===== src/rtl/ecpri_tx_resp.sv =====
// eCPRI Remote Memory Access (type 0x04) response frame builder.
// Streams a 16-byte header and, for reads, payload bytes fetched from local memory.
module ecpri_tx_resp #(
   parameter logic [3:0]  ECPRI_REV  = 4'h1,
   parameter logic [15:0] ELEMENT_ID = 16'h0000
) (
   input  logic       clk,
   input  logic       reset,
   input  logic       send_read_resp,
   input  logic       send_write_resp,
   input  logic [7:0] rma_id,
   input  logic [7:0] dst_addr,
   input  logic [7:0] tx_payload_len,
   output logic       mem_rd_en,
   output logic [7:0] mem_rd_addr,
   input  logic [7:0] mem_rd_data,
   output logic [7:0] tx_data,
   output logic       tx_valid,
   input  logic       tx_ready,
   output logic       tx_last,
   output logic       busy,
   output logic       req_drop
);

   typedef enum logic [2:0] {IDLE, HDR, FETCH, CAPTURE, DATA} state_t;

   state_t      state_q, state_d;
   logic        is_read_q, is_read_d;
   logic [7:0]  rma_id_q, rma_id_d;
   logic [7:0]  dst_addr_q, dst_addr_d;
   logic [7:0]  len_q, len_d;
   logic [3:0]  byte_cnt_q, byte_cnt_d;
   logic [7:0]  idx_q, idx_d;
   logic [7:0]  tx_data_q, tx_data_d;
   logic        tx_valid_q, tx_valid_d;
   logic        tx_last_q, tx_last_d;
   logic        mem_rd_en_q, mem_rd_en_d;
   logic [7:0]  mem_rd_addr_q, mem_rd_addr_d;
   logic        busy_q, busy_d;
   logic        req_drop_q, req_drop_d;

   logic        xfer;
   logic        any_req;
   logic        hdr_only;

   assign xfer     = tx_valid_q && tx_ready;
   assign any_req  = send_read_resp || send_write_resp;
   assign hdr_only = !is_read_q || (len_q == 8'd0);

   function automatic logic [7:0] hdr_byte(input logic [3:0] n, input logic rd,
                                           input logic [7:0] id, input logic [7:0] addr,
                                           input logic [7:0] len);
      logic [15:0] psize;
      psize = rd ? (16'd12 + {8'd0, len}) : 16'd12;
      case (n)
         4'd0:    hdr_byte = {ECPRI_REV, 4'h0};
         4'd1:    hdr_byte = 8'h04;
         4'd2:    hdr_byte = psize[15:8];
         4'd3:    hdr_byte = psize[7:0];
         4'd4:    hdr_byte = id;
         4'd5:    hdr_byte = rd ? 8'h01 : 8'h11;
         4'd6:    hdr_byte = ELEMENT_ID[15:8];
         4'd7:    hdr_byte = ELEMENT_ID[7:0];
         4'd13:   hdr_byte = addr;
         4'd15:   hdr_byte = len;
         default: hdr_byte = 8'h00;
      endcase
   endfunction

   always_comb begin
      state_d       = state_q;
      is_read_d     = is_read_q;
      rma_id_d      = rma_id_q;
      dst_addr_d    = dst_addr_q;
      len_d         = len_q;
      byte_cnt_d    = byte_cnt_q;
      idx_d         = idx_q;
      tx_data_d     = tx_data_q;
      tx_valid_d    = tx_valid_q;
      tx_last_d     = tx_last_q;
      mem_rd_en_d   = 1'b0;
      mem_rd_addr_d = mem_rd_addr_q;
      busy_d        = busy_q;
      req_drop_d    = (state_q != IDLE) && any_req;

      case (state_q)
         IDLE: begin
            if (any_req) begin
               // A simultaneous read and write request keeps the read and reports the write lost.
               req_drop_d = send_read_resp && send_write_resp;
               is_read_d  = send_read_resp;
               rma_id_d   = rma_id;
               dst_addr_d = dst_addr;
               len_d      = tx_payload_len;
               byte_cnt_d = 4'd0;
               idx_d      = 8'd0;
               tx_data_d  = hdr_byte(4'd0, send_read_resp, rma_id, dst_addr, tx_payload_len);
               tx_valid_d = 1'b1;
               tx_last_d  = 1'b0;
               busy_d     = 1'b1;
               state_d    = HDR;
            end
         end
         HDR: begin
            if (xfer) begin
               if (byte_cnt_q == 4'd15) begin
                  tx_valid_d = 1'b0;
                  tx_last_d  = 1'b0;
                  if (hdr_only) begin
                     busy_d  = 1'b0;
                     state_d = IDLE;
                  end else begin
                     mem_rd_en_d   = 1'b1;
                     mem_rd_addr_d = dst_addr_q + idx_q;
                     state_d       = FETCH;
                  end
               end else begin
                  byte_cnt_d = byte_cnt_q + 4'd1;
                  tx_data_d  = hdr_byte(byte_cnt_q + 4'd1, is_read_q, rma_id_q, dst_addr_q, len_q);
                  tx_last_d  = (byte_cnt_q == 4'd14) && hdr_only;
               end
            end
         end
         FETCH: begin
            state_d = CAPTURE;
         end
         CAPTURE: begin
            tx_data_d  = mem_rd_data;
            tx_valid_d = 1'b1;
            tx_last_d  = (idx_q == len_q - 8'd1);
            state_d    = DATA;
         end
         DATA: begin
            if (xfer) begin
               tx_valid_d = 1'b0;
               tx_last_d  = 1'b0;
               if (idx_q == len_q - 8'd1) begin
                  busy_d  = 1'b0;
                  state_d = IDLE;
               end else begin
                  idx_d         = idx_q + 8'd1;
                  mem_rd_en_d   = 1'b1;
                  mem_rd_addr_d = dst_addr_q + idx_q + 8'd1;
                  state_d       = FETCH;
               end
            end
         end
         default: begin
            state_d = IDLE;
         end
      endcase
   end

   always_ff @(posedge clk or posedge reset) begin
      if (reset) begin
         state_q       <= IDLE;
         is_read_q     <= 1'b0;
         rma_id_q      <= 8'd0;
         dst_addr_q    <= 8'd0;
         len_q         <= 8'd0;
         byte_cnt_q    <= 4'd0;
         idx_q         <= 8'd0;
         tx_data_q     <= 8'd0;
         tx_valid_q    <= 1'b0;
         tx_last_q     <= 1'b0;
         mem_rd_en_q   <= 1'b0;
         mem_rd_addr_q <= 8'd0;
         busy_q        <= 1'b0;
         req_drop_q    <= 1'b0;
      end else begin
         state_q       <= state_d;
         is_read_q     <= is_read_d;
         rma_id_q      <= rma_id_d;
         dst_addr_q    <= dst_addr_d;
         len_q         <= len_d;
         byte_cnt_q    <= byte_cnt_d;
         idx_q         <= idx_d;
         tx_data_q     <= tx_data_d;
         tx_valid_q    <= tx_valid_d;
         tx_last_q     <= tx_last_d;
         mem_rd_en_q   <= mem_rd_en_d;
         mem_rd_addr_q <= mem_rd_addr_d;
         busy_q        <= busy_d;
         req_drop_q    <= req_drop_d;
      end
   end

   assign mem_rd_en   = mem_rd_en_q;
   assign mem_rd_addr = mem_rd_addr_q;
   assign tx_data     = tx_data_q;
   assign tx_valid    = tx_valid_q;
   assign tx_last     = tx_last_q;
   assign busy        = busy_q;
   assign req_drop    = req_drop_q;

endmodule

===== config.mk =====
export PLATFORM = sky130hd
export DESIGN_NAME = ecpri_tx_resp
export DESIGN_NICKNAME = d
export VERILOG_FILES = /design/src/rtl/ecpri_tx_resp.sv
export SDC_FILE = /design/constraint.sdc
export NUM_CORES = 1
export LEC_CHECK = 0
export BUFFER_PORTS_ARGS = -buffer_cell sky130_fd_sc_hd__buf_2
export CORE_MARGIN = 4
export CORE_UTILIZATION = 30
export CTS_CLUSTER_DIAMETER = 50
export CTS_CLUSTER_SIZE = 25
export DETAILED_ROUTE_END_ITERATION = 8
export PLACE_DENSITY = 0.58
export SLEW_MARGIN = 5
export SYNTH_ARGS = -nofsm -noshare
export SYNTH_HDL_FRONTEND = slang
export SYNTH_SLANG_ARGS = --single-unit

===== constraint.sdc =====
create_clock -name clk -period 6.1 [get_ports clk]
set_clock_uncertainty 0.1 [all_clocks]
set_input_delay 0.915 -clock clk [delete_from_list [all_inputs] [get_ports clk]]
set_output_delay 0.915 -clock clk [all_outputs]
set_load 0.05 [all_outputs]

Word level (Yosys, flattened, before mapping):

Cells that the tools add are included.

* add/subtract/negate cells: 6
* equal/unequal tests: 23
* multiplexer cells: 51
* reduce and logical (&&, ||, !) cells: 26

Operators by type and width (number)
* $mux W8: 11
* $pmux W8 S8: 1
* $pmux W8 S2: 2
* $pmux W8 S3: 1
* $reduce_and A4 Y1: 5
* $mux W1: 19
* $ne A2 B2 Y1 const B: 9
* $add A8 B1 Y8 const B: 2
* $eq A4 B4 Y1 const B: 4
* $pmux W3 S5: 1
* $mux W3: 4
* $mux W4: 3
* $add A4 B8 Y9 const A: 1
* $mux W9: 1
* $reduce_bool A3 Y1: 3
* $add A8 B8 Y8: 1
* $eq A4 B2 Y1 const B: 2
* $eq A4 B3 Y1 const B: 2
* $eq A8 B8 Y1: 1
* $logic_not A8 Y1: 1
* $pmux W1 S4: 2
* $pmux W4 S2: 1
* $sub A8 B1 Y8 const B: 1
* $reduce_and A7 Y1: 1
* 19 further kinds: 27

* bits in registers: 61
* input bits: 37
* output and inout bits: 21
* word-level logic and storage cells: 120

Logic depth before layout (Yosys ltp):

Gate-level depths: netlist (run 1).

* word-level depth: 6
* gate-level depth with buffers: 11
* gate-level depth less buffers: 10

Worst setup path after synthesis (run 1):

No wires, ideal clock.

* path type: flip-flop to flip-flop
* from: register len_q[2]
* to: register idx_q[4]
* setup time: 67 ps
* arrival time: 2540 ps
* required time: 5933 ps
* path slack: 3393 ps
* cell stages (with the launch flop): 10
* path buffers: 2
* clock period less this slack: 2707 ps
* cells stage by stage: dfrtp_1 > buf_6 > or4_4 > o221a_1 > a311oi_1 > a211oi_2 > or3_4 > buf_6 > or3_1 > nand2_1

* word-level cells in the longest chain between the ends: 4

Ends and longest elaborated chain
* from (decl): line 31 `logic [7:0] len_q, len_d;`
* from (signal assigned): line 175 `len_q <= len_d;`
* $sub A8 B1 Y8: line 137 `if (idx_q == len_q - 8'd1) begin`
* $eq A8 B8 Y1: line 137
* $ne A2 B2 Y1 (no source line)
* $reduce_and A4 Y1 (no source line)
* to (signal assigned): line 177 `idx_q <= idx_d;`
* to (decl): line 33 `logic [7:0] idx_q, idx_d;`

No other way between the ends.
A chain may end at the register's enable or synchronous reset.

Worst setup path after layout (run 1):

* from: register len_q[4]
* to: register mem_rd_addr_q[1] (netlist: mem_rd_addr[1])

* word-level cells in the longest chain between the ends: 4
* elaborated cells on any way between the ends: 7
* classes of those cells: add/sub: 1; eq/ne: 3; reduce/logical: 3

Ends and longest elaborated chain
* $sub A8 B1 Y8 or $logic_not A8 Y1 (tied branches): line 137, 48
* $eq A8 B8 Y1 or $logic_or A1 B1 Y1 (tied branches): line 137, 48
* $ne A2 B2 Y1 (no source line)
* $reduce_and A6 Y1 (no source line) *
* to (signal assigned): line 182 `mem_rd_addr_q <= mem_rd_addr_d;`
* to (decl): line 38 `logic [7:0] mem_rd_addr_q, mem_rd_addr_d;`

Every way passes the cells marked *; elsewhere a longest branch is shown, timed or not.

==> results.txt, run 1 <==
* Tcrit/Tclk final: 49.0%
- Total iterations of the first detailed-routing run: 5
* Initial Utilization: a little under a third
- The worst setup path is launched from a register.
- Dividing total power by cell area gives a power density of 492 nW/um2.
* Synth-to-layout area growth: 16.6%
- Area of combinational cells with multiple inputs: between 2000 and 2500 um2
* Cell taking the most area after synthesis: dfrtp_1
- Portion of the post-synthesis area used by sequential elements: 38.8%
- Final number of hold-violating endpoints: 0
- The detailed router placed between 3k and 4k vias in this run.
* Detailed-route wire length: 10.7 mm
- Across the run, the number of max-cap violations was 0.
* Filler Cell Count: 1403
- Summed over all layers, the global routing overflow is 0.
- Unrepaired setup endpoints after global routing: false
- The clock drives between 60 and 70 sinks.
- Worst R2R Start: len_q[4]$_DFFE_PP0P_
- For this block, the initial DRC count from the detailed router was 412.
* Cts-stage hold buffer count: 0
* Synth Net Count: a little over 500
- Number of unique standard cell types used by synthesis: 60
- Synth top area share: 38.8%
* Post-route DRC: 0
- Cell area after placement: roughly 4300 um2
- Fraction of synthesis flops using an asynchronous set or reset pin: 100%
- At the placement stage, the worst setup path has a slack of approximately 3.1 ns.
- Fraction of layout cells with a size suffix above 1: 17.2%
- Cells along the critical path: or4b_2 -> nor4_1 -> a311oi_1 -> a211oi_2 -> nand2_1 -> nand3_1 -> mux2_2
- Power Total: 2.26 mW
* Number of buffer cells added on primary ports: 57
* Routed length per placed instance: about 16 um
- Resized Gates After CTS: 0
* Global-route usage over all layers: between 10% and 20%
* Via count of the first global-routing pass: 3383
* Startpoint of the worst setup timing path: len_q[4]$_DFFE_PP0P_
- After the last flow step, the layout net total stands at 561.
* Die height: 122 um
* Wire length of the first global-routing pass: 17.6 mm
- Placed wire-length estimate: 7.87 mm
* Max stage delay on crit path: around 0.72 ns
- CTS max path bufs: 2
- Data arrival at the endpoint of the critical path: about 3.1 ns
- Count of synthesis-stage warnings from yosys: 0
- The region available for standard cell placement spans 12700 um2.
* Number of max-slew violations in the final report: 0
- Buffers added to address setup during post-CTS repair amount to 0.
* Cell area after layout: 4580 um2
* Max Clk Rate: around 0.33 GHz
- 0 antenna diodes ended up in the layout.
- By area the synthesized netlist is led by dfrtp_1 (39%), nand2_1 (8.5%), ha_1 (5.1%), xnor2_1 (4.5%), o21ai_0 (3.8%).
- Setup total negative slack on the finished layout was measured at 0 ns.
* Result of the run: finished, final reports clean
* Gate count of the mapped netlist: 462
- Worst-Skew Late Latency: 0.33 ns
- Slowest library cell on the worst path: or4b_2
* Register Area: between 1500 and 2000 um2
- Worst ir drop on vdd: 0.000206 V
- Entering global routing, the biggest net connects 62 pins.
- The startpoint identified for the worst hold timing path is rma_id_q[1]$_DFFE_PP0P_.
* Area enclosed by the die boundary: roughly 15000 um2
- Actual transition at the worst max-transition pin: approximately 0.84 ns
- Clock tree from TritonCTS: built
- Mapped Avg Cell Area: 8.51 um2
* Setup slack of the critical path after layout: 3.11 ns
* DR vias/cell: 5.13
- Setup violations remaining at the end of the flow were counted as 0.
- Worst min path class: reg -> reg
- For the worst setup path, the data required time is 6.21 ns.
- The most used flip-flop cell after synthesis is dfrtp_1.
- EDFF count, synth: 0
- In this run the tightest slew margin relative to its limit is between 40% and 50%.
- Summed over all cells, the static leakage comes to 2.13 nW.
- The initial antenna violation count came to 0.
- The H-tree generated during clock tree synthesis spans 3 levels.
- Counting the buffers created by CTS gives 9.
- 58 I/O pins were placed.
- The count of nets left with antenna violations once routing finished came out at 0.
- Summing every instance area after synthesis gives 3930 um2.
* Clock tree root driver cell: clkbuf_16
- The worst setup path is captured at a register.
* Post-layout min period: 2.99 ns
- Clock-pin transition on the worst setup and hold timing paths: 0.05 ns
- Synthesis inferred between 60 and 70 register bits.
- Number of standard-cell rows in the floorplan: 41
- The critical path is of the reg -> reg type.
- In this run the horizontal extent of the chip is 122 um.
- At the end of routability-driven placement, the weighted congestion stood at 0.879.
- Of all nets on the critical path, the largest fanout is 14.
kinds of logic (layout without fill, tap and decap cells):
group,after synthesis,count (layout),synth area share [%]
adders and majority gates,17,17,5.60
muxes,10,10,2.83
and+or+nand+nor,190,190,22.7
xor gates and xnor gates,30,30,6.69
AOI/OAI and AO/OA,108,108,18.2
DFF,61,61,38.8
buffers and inverters,46,96,5.16
worst max-delay path: cells and delay by family (launching register included):
kind	cells	cell delay [ns]
flip-flops	1	0.53
AND/OR/NAND/NOR	4	1.35
multiplexers	1	0.39
AO/OA/AOI/OAI	2	0.50
layout make-up:
type	count	share of cell area (%)
well taps	172	4.70
clock inverters	2	0.218
multi-input cells	355	48.1
flip-flops and latches	61	33.3
clock buffers	14	5.32
repair buffers	60	6.72
inverters	20	1.64
Yosys cell counts (5+ instances only):
master	count
mux2_2	9
clkbuf_1	21
dfrtp_1	61
a31oi_1	8
nand2_1	89
nand4_1	5
nand3_1	15
o21ai_0	30
and2_1	6
o31ai_1	6
inv_1	20
a22o_1	5
or3_1	8
nand2b_1	5
nor3_1	10
nor2_1	32
a21oi_1	18
o21a_1	6
xnor2_1	20
xor2_1	10
ha_1	16
state kept, by name (all words and copies together) (netlist names), 3 cells and up:
register / count
byte_cnt_q: 4
idx_q: 8
tx_data: 8
state_q: 3
len_q: 8
rma_id_q: 8
dst_addr_q: 8
mem_rd_addr: 8
final timing paths:
path	slack, ns	cells after the start	to
min in group asynchronous	0.72	3	busy$_DFFE_PP0P_
min	0.38	2	rma_id_q[1]$_DFFE_PP0P_
max in group asynchronous	4.64	3	len_q[4]$_DFFE_PP0P_
max	3.11	7	mem_rd_addr[1]$_DFFE_PP0P_
max reg2reg	3.11	7	mem_rd_addr[1]$_DFFE_PP0P_
min reg2reg	0.38	2	rma_id_q[1]$_DFFE_PP0P_
placed cells by master (no fill, tap or decap), drive strengths merged, types with 6 or more instances in the layout:
cell and count:
nand2 89, dfrtp 61, buf 60, nor2 32, o21ai 31, xnor2 20, inv 20, a21oi 18
ha 16, nand3 15, clkbuf 14, nor3 10, xor2 10, mux2 9, or3 9, a31oi 8
and2 6, o21a 6, o31ai 6
layer usage:
metal | global-route usage [%] | share of wire [%] | vias to the layer above
li1 | - | - | 1724
met1 | 21.5 | 48 | 1672
met2 | 22.4 | 45 | 100
met3 | 3.27 | 5.0 | 14
met4 | 4.83 | 1.5 | 0
met5 | 0 | 0 | -
power breakdown:
group | internal, mW | leakage [nW] | switching, mW
clock | 0.274 | 0.125 | 0.178
combinational | 0.379 | 1.23 | 0.691
sequential | 0.552 | 0.781 | 0.183
stage by stage:
step / hold slack [ns] / std cells / util (%)
after global placement: 0.374 / 668 / 34.0
after global routing: 0.420 / 684 / 36.0
after detailed placement: 0.375 / 668 / 34.0
after CTS: 0.387 / 684 / 36.0
final: 0.384 / 684 / 36.0
after floorplan: 0.339 / 462 / -
(Power assumes the default switching activity.)
==> inputs of run 2 (changes only) <==
PLACE_DENSITY = 0.6   (was 0.58)
clock period = 2.6 ns   (was 6.1 ns; I/O delays follow)
==> run 2 against run 1 <==
The flow now finishes with violations (setup timing); cell count increased by 6.7%; final area increased by 11%; critical path depth unchanged; first-iteration DRC count decreased by 33%; clock power increased to 2.5 times the previous value; worst setup slack got worse by 3.2 ns; sequential cell count unchanged; global-route usage increased by 1.1 points; routed wire length increased by 7.7%; critical path type unchanged; critical endpoint is now idx_q[5]$_DFFE_PP0P_.
==> results.txt, run 2 (synthesis gave the netlist of run 1 again) <==
* Ant diodes: 0 (unchanged)
- The estimated wirelength of the detail-placed design came to 8.47 mm (+7.7%).
* Number of buffer cells added on primary ports: 57 (unchanged)
- Via count of the first global-routing pass: 3762 (+11%)
- The worst register-to-register path begins at len_q[0]$_DFFE_PP0P_.
- The critical path starts at len_q[0]$_DFFE_PP0P_.
- The cell sitting at the root of the clock tree is a clkbuf_16.
- Number of H-tree branching levels: 3 (unchanged)
- Rel. slew slack: 61.4% (+18 points)
- The final max-slew violation count was 0 (unchanged).
- Worst ir drop on vdd: 0.000351 V (+70%)
- Initial Utilization: 30.9% (unchanged)
* Routed length per placed instance: 15.8 um (+0.89%)
- Commonest non-fill, non-tap cells in the layout: nand2_1 (88), dfrtp_1 (59), buf_2 (57)
* Detailed-route wire length: 11.5 mm (+7.7%)
- The remaining number of nets flagged by the antenna check after routing came to 0 (unchanged).
- The clock-pin slew reported for the worst setup and hold paths after clock tree synthesis came to 0.05 ns (about the same).
* Register Area: 1530 um2 (+0.16%)
- The ratio of cells with drive above 1 in the final layout came to 27.8% (+11 points).
* Initial antenna violation count: 0 (unchanged)
* Critical path peak fanout: 8 (-6)
- DR vias/cell: 5.00 (-2.6%)
* Worst min path class: in -> async
- LEAKAGE: 2.42 nW (+14%)
* Final setup vio count: 9 (+9)
- Area enclosed by the die boundary: 15000 um2 (unchanged)
- The wire length of the first global-routing pass came to 18.8 mm (+6.5%).
- Worst-Skew Late Latency: 0.34 ns (about the same)
- TNS Setup: -0.311 ns (-0.311 ns)
- Kind of critical path: reg -> reg
- Global-route usage over all layers: 16.0% (+1.1 points)
- TritonCTS built the clock tree.
- Width of the die: 122 um (unchanged)
* Number of buffers added by the clock tree synthesis step: 9 (unchanged)
* Total iterations of the first detailed-routing run: 5 (unchanged)
- Among all stages on the critical path, the largest delay is contributed by or4_4.
- Cells along the critical path: or4_4 -> o221a_1 -> a311oi_2 -> a211oi_2 -> or3_4 -> or3_1 -> a21oi_1
- The checks that failed: setup timing.
* Max_cap viols: 0 (unchanged)
- The number of design-rule violations left by the first detailed-router iteration came to 275 (-33%).
* Area of the placeable core: 12700 um2 (unchanged)
* Setup slack of the critical path after layout: -0.0886 ns (-3.20 ns)
* Data arrival at the endpoint of the critical path: 2.85 ns (-0.25 ns)
- The count of final hold-check violations came to 0 (unchanged).
- STA classifies the critical path startpoint as a register.
- The sum of overflow across all layers after global routing was 0 (unchanged).
- The post-layout minimum cycle time came to 2.69 ns (-0.302 ns).
- Sink count of the clock tree: 61 (unchanged)
* Result of the run: finished with violations
- Synth-to-layout area growth: 29.8%
* Largest net degree at the start of global routing: 39 (-37%)
* Cts-stage hold buffer count: 0 (unchanged)
* I/O pin cnt: 58 (unchanged)
- The count of vias placed by the detailed router came to 3648 (+3.9%).
- The maximum number of buffers from clock root to sink came to 2 (unchanged).
* Die height: 122 um (unchanged)
- Setup repair after global routing could not meet its margin everywhere.
- Max stage delay on crit path: 0.56 ns (-0.16 ns)
* Post-route DRC: 0 (unchanged)
- The post-placement worst setup slack came to -0.121 ns (-3.22 ns).
* Kind of capture point of the worst setup path: register
- The transition time at the pin with the least slew margin is 0.576 ns (-0.263 ns).
- Area of combinational cells with multiple inputs: 2330 um2 (+5.8%)
* CP required: 2.76 ns (-3.45 ns)
- GPL Wtd Cong: 0.941 (+7.0%)
* Max Clk Rate: 0.372 GHz (+11%)
* Number of standard-cell rows in the floorplan: 41 (unchanged)
- The filler cell count in the final layout came to 1349 (-3.8%).
- Most common cell after layout, fill and taps aside: nand2_1
* Tcrit/Tclk final: 103% (+54 points)
- Final net count: 608 (+8.4%)
- Cell area power density: 1140 nW/um2 (+130%)
-- run 2: final timing paths --
path                                                   to  slack (ns)  cells after the start
min in group clk                dst_addr_q[3]$_DFFE_PP0P_        0.15                      3
max in group asynchronous         rma_id_q[0]$_DFFE_PP0P_        1.78                      3
worst max register to register       idx_q[5]$_DFFE_PP0P_       -0.09                      7
worst max-delay path                 idx_q[5]$_DFFE_PP0P_       -0.09                      7
worst min-delay path               state_q[0]$_DFFE_PP0P_        0.01                      2
worst min register to register    rma_id_q[4]$_DFFE_PP0P_        0.38                      2
-- run 2: metal layers --
layer  GRT usage [%]  share of wire [%]  vias to the layer above
met3            2.81                5.5                       13
met4            7.07                1.4                        0
met2            25.4                 47                       91
li1                -                  -                     1819
met1            21.5                 46                     1725
met5               0                  0                        -
-- run 2: through the flow --
step	cells	cell area (um2)	util, %	power, mW	hold slack (ns)
after global routing	730	5100	40.1	6.27	0.0784
final	730	5100	40.1	5.83	0.0136
after floorplan	462	3950	-	3.63	0.339
after CTS	727	4980	39.2	5.78	0.0407
after global placement	711	4680	36.8	4.55	0.369
after detailed placement	711	4680	36.8	4.61	0.376
-- run 2: area by class of cell --
class / count / area share [%]
clock buffer: 14 / 5.37
clock inverter: 1 / 0.0981
inverter: 20 / 1.47
multi-input combinational: 356 / 45.7
sequential: 61 / 30.0
tap: 172 / 4.22
timing repair buffer: 106 / 13.2
-- run 2: power by group --
part | switching, mW | internal [mW] | leakage [nW]
clock network | 0.419 | 0.716 | 0.139
logic | 1.90 | 1.21 | 1.51
registers | 0.289 | 1.30 | 0.777
total | 2.61 | 3.22 | 2.42
-- run 2: repair_timing --
action | CTS | global route
pin swaps | 3 | 12
buffers inserted | 1 | 2
gates resized for setup | 4 | 21
gates cloned | 0 | 1
setup endpoints to repair | 13 | 25
-- run 2: worst max-delay path, delay by kind of cell, from the launching register on --
family	cells	cell delay, ns
AO/OA/AOI/OAI	4	0.78
flip-flops	1	0.37
AND/OR/NAND/NOR	3	1.37
